## config.mk

```make
export PLATFORM = sky130hd
export DESIGN_NAME = pulse_emitter
export DESIGN_NICKNAME = d
export VERILOG_FILES = /design/src/rtl/pulse_emitter.sv
export SDC_FILE = /design/constraint.sdc
export NUM_CORES = 1
export LEC_CHECK = 0
export CAP_MARGIN = 20
export CORE_MARGIN = 2
export CORE_UTILIZATION = 55
export CTS_BUF_LIST = sky130_fd_sc_hd__clkbuf_8
export DETAILED_ROUTE_END_ITERATION = 12
export PLACE_DENSITY = 0.8
export SYNTH_ARGS = -nofsm -noshare
export SYNTH_HDL_FRONTEND = slang
export SYNTH_SLANG_ARGS = --single-unit
```

## constraint.sdc

```tcl
create_clock -name clk -period 3.15 [get_ports clk]
set_input_delay 0.63 -clock clk [delete_from_list [all_inputs] [get_ports clk]]
set_output_delay 0.63 -clock clk [all_outputs]
set_load 0.03 [all_outputs]
```

## src/rtl/pulse_emitter.sv

```systemverilog
// pulse_emitter: turns event strobes into fixed-width, fixed-gap pulses on one wire,
// queueing events that arrive mid-pulse in a saturating pending counter.
module pulse_emitter #(
  parameter int HIGH_CYCLES = 4,
  parameter int GAP_CYCLES  = 4,
  parameter int PEND_W      = 3
) (
  input  logic              clk,
  input  logic              rst,
  input  logic              trig_in,
  input  logic              clr_ovf,
  output logic              sig_out,
  output logic              busy,
  output logic [PEND_W-1:0] pending,
  output logic              overflow
);
  localparam int CW = $clog2(HIGH_CYCLES > GAP_CYCLES ? HIGH_CYCLES : GAP_CYCLES);
  localparam logic [CW-1:0] H_LOAD = CW'(HIGH_CYCLES - 1);
  localparam logic [CW-1:0] G_LOAD = CW'(GAP_CYCLES - 1);
  typedef enum logic [1:0] {IDLE, HIGH, GAP} state_t;
  state_t        state;
  logic [CW-1:0] count;
  logic          gap_end, push, pop, drop;
  // a trigger landing on the last gap cycle with nothing queued starts the next pulse directly
  always_comb begin
    gap_end = state == GAP && count == '0;
    pop     = gap_end && pending != '0;
    push    = trig_in && state != IDLE && !(gap_end && pending == '0);
    drop    = push && !pop && &pending;
  end
  assign busy = state != IDLE || pending != '0;
  always_ff @(posedge clk or posedge rst) begin
    if (rst) begin
      state    <= IDLE;
      count    <= '0;
      sig_out  <= 1'b0;
      pending  <= '0;
      overflow <= 1'b0;
    end else begin
      pending  <= push && !pop && !drop ? pending + 1'b1 : pop && !push ? pending - 1'b1 : pending;
      overflow <= drop || (overflow && !clr_ovf);
      case (state)
        IDLE: if (trig_in) begin
          state   <= HIGH;
          count   <= H_LOAD;
          sig_out <= 1'b1;
        end
        HIGH: if (count != '0) count <= count - 1'b1;
        else begin
          state   <= GAP;
          count   <= G_LOAD;
          sig_out <= 1'b0;
        end
        GAP: if (count != '0) count <= count - 1'b1;
        else if (pop || trig_in) begin
          state   <= HIGH;
          count   <= H_LOAD;
          sig_out <= 1'b1;
        end else state <= IDLE;
        default: begin
          state   <= IDLE;
          sig_out <= 1'b0;
        end
      endcase
    end
  end
endmodule

```

==> reports/metrics.csv <==
metric,value,unit
grt_max_degree,11,
fp.dieH,40.5,um
whs,0.486,ns
grt_pass1_wl,2140,um
antenna_found_initial,0,
max_freq,397,MHz
drt_iter0_drc,21,
post_cts_buffers,0,
synth_top_family_by_area,compound AO/OA/AOI/OAI gates,
synth-simple-area-share,0.193,
synthFlopType,dfrtp_1,
worstPathMaxFanout,5,
ir_drop,0.554,mV
ys_types,34,
synth_area_leader_cell,dfrtp_1,
rsz0062_at_grt,no,
avgSynthCellArea,9.42,um^2
fp-row-count,13,
first_pass_iters,4,
finClkSkew,0.00298,ns
initial_utilization,0.579,
wirelength,1350,um
numCtsBuffers,3,
io_buffers,9,
arrival,2.64,ns
top_layer,met4,
insertion_delay,0.23,ns
area_growth_syn_to_layout,16.5,%
synthAdderAreaFrac,0.129,
synth_common_cells,"dfrtp_1, inv_1, ha_1, nand2_1",
syn_area,734,um^2
pwr_density_cell,1090,nW/um^2
dp_hpwl,1040,um
core,1270,um^2
ys_async_sr_fraction,1.00,
tightest_slew,0.396,ns
drt-met1-wl,594,um
cts_hold_buffers,0,
cts.sinks,9,
synth_nets,89,
synth_warnings,0,
first_global_vias,482,
final_layout_size_suffix_gt1_frac,0.149,
drv_cap,0,
diodes,0,
setup_viol,0,
synth_cells,78,
via_per_inst,5.65,
placed_cell_area,810,um^2
p_leak,0.382,nW
globalplace.congestion,0.790,
period_share,0.800,
num_vias,576,
clk_pin_slew,0.05,ns
setup_slack,0.629,ns
fin_cells,102,
dp.cells,98,
final_cell_area,856,um^2
cts_tree,built,
end_kind,flop,
pin_count,10,
synth_compound_area_frac,0.249,
ctsResizeCount,0,
grt_overflow_total,0,
post-place-ws,0.393,ns
die_x,40.5,um
hold_path_class,flop to flop,
wl_met2,684,um
wl_per_cell,13.3,um
clockRootBuffer,clkbuf_8,
status,"finished, final reports clean",
critical_path_required,3.27,ns
synth.area.mux_share,0.0307,
synth-xor-area-share,0,
routed-wl-met3,62,um
worstSetupStartpointType,primary input,
synth_edf_count,0,
fin_setup_tns,0,ns
ant_nets,0,
fin_nets,99,
htreeDepth,1,
yosys-top-cells-area,"dfrtp_1, ha_1, inv_1",
grt.total_usage,0.214,
final_hold_viol_count,0,
ys_seq_area_frac,0.307,
relSlewSlack,0.736,
synth.top_cell.area_share,0.307,
synth-seq-cells,9,
fin_crit,2.52,ns
die-area,1640,um^2
clk_path_buf_depth,2,
critical_path_class,primary input to flop,
drv_slew,0,
post-route-drc-count,0,
-- placed cells by master (no fill, tap or decap), drive strengths merged, types with 2 or more instances in the layout --
master	count
nand3	3
clkbuf	3
o21ai	3
ha	6
o32a	2
a21oi	5
nor3	3
nor2	4
mux2	2
nand2b	4
a31oi	3
inv	9
nand2	7
nor2b	2
clkdlybuf4s50	9
dfrtp	9
-- registers in the layout, summed over array words and instances, names as in the netlist --
register  cells
sig_out       1
pending       3
state         2
overflow      1
count         2
-- routing by layer --
metal  track usage  vias up
li1              -      295
met2         0.353       14
met3         0.100        2
met4        0.0750        0
met5             0        -
met1         0.239      265
-- final timing paths --
kind	end	start	depth (start not counted)	slack, ns
max reg2reg	pending[1]	state[0]	9	0.67
min	count[1]	count[1]	1	0.49
min in group asynchronous	overflow	rst	2	0.66
max in group asynchronous	pending[1]	rst	2	2.22
max	pending[1]	trig_in	8	0.63
min reg2reg	count[1]	count[1]	1	0.49
-- layout make-up --
type	instances	area, um^2
multi-input combinational	56	442
fill	104	413
sequential	9	225
timing repair buffer	9	90.1
clock buffer	3	41.3
inverter	9	33.8
tap	15	18.8
clock inverter	1	5.00
-- worst max-delay path: stages --
cell,delay [ns]
clkdlybuf4s50_1,0.54
nand2b_1,0.12
a21oi_2,0.18
nand2_1,0.09
fa_1,0.56
a211oi_1,0.07
o21a_1,0.19
a2111oi_2,0.26
-- power by group --
group	switching, mW	internal, mW
clock network	0.0473	0.0863
registers	0.0667	0.159
logic	0.311	0.265
total	0.425	0.511
-- stage by stage --
| stage | total power [mW] | utilization |
|---|---|---|
| floorplan | 0.687 | - |
| global placement | 0.786 | 0.638 |
| detailed placement | 0.804 | 0.638 |
| CTS | 0.943 | 0.675 |
| global route | 1.02 | 0.675 |
| finish | 0.936 | 0.675 |
-- kinds of logic (layout without fill, tap and decap cells) --
group	count (synthesis)	in the layout
flops	9	9
fa+ha+maj	7	7
buf+inv	13	22
compound gates	23	23
simple gates	24	24
mux	2	2
(Power assumes the default switching activity.)
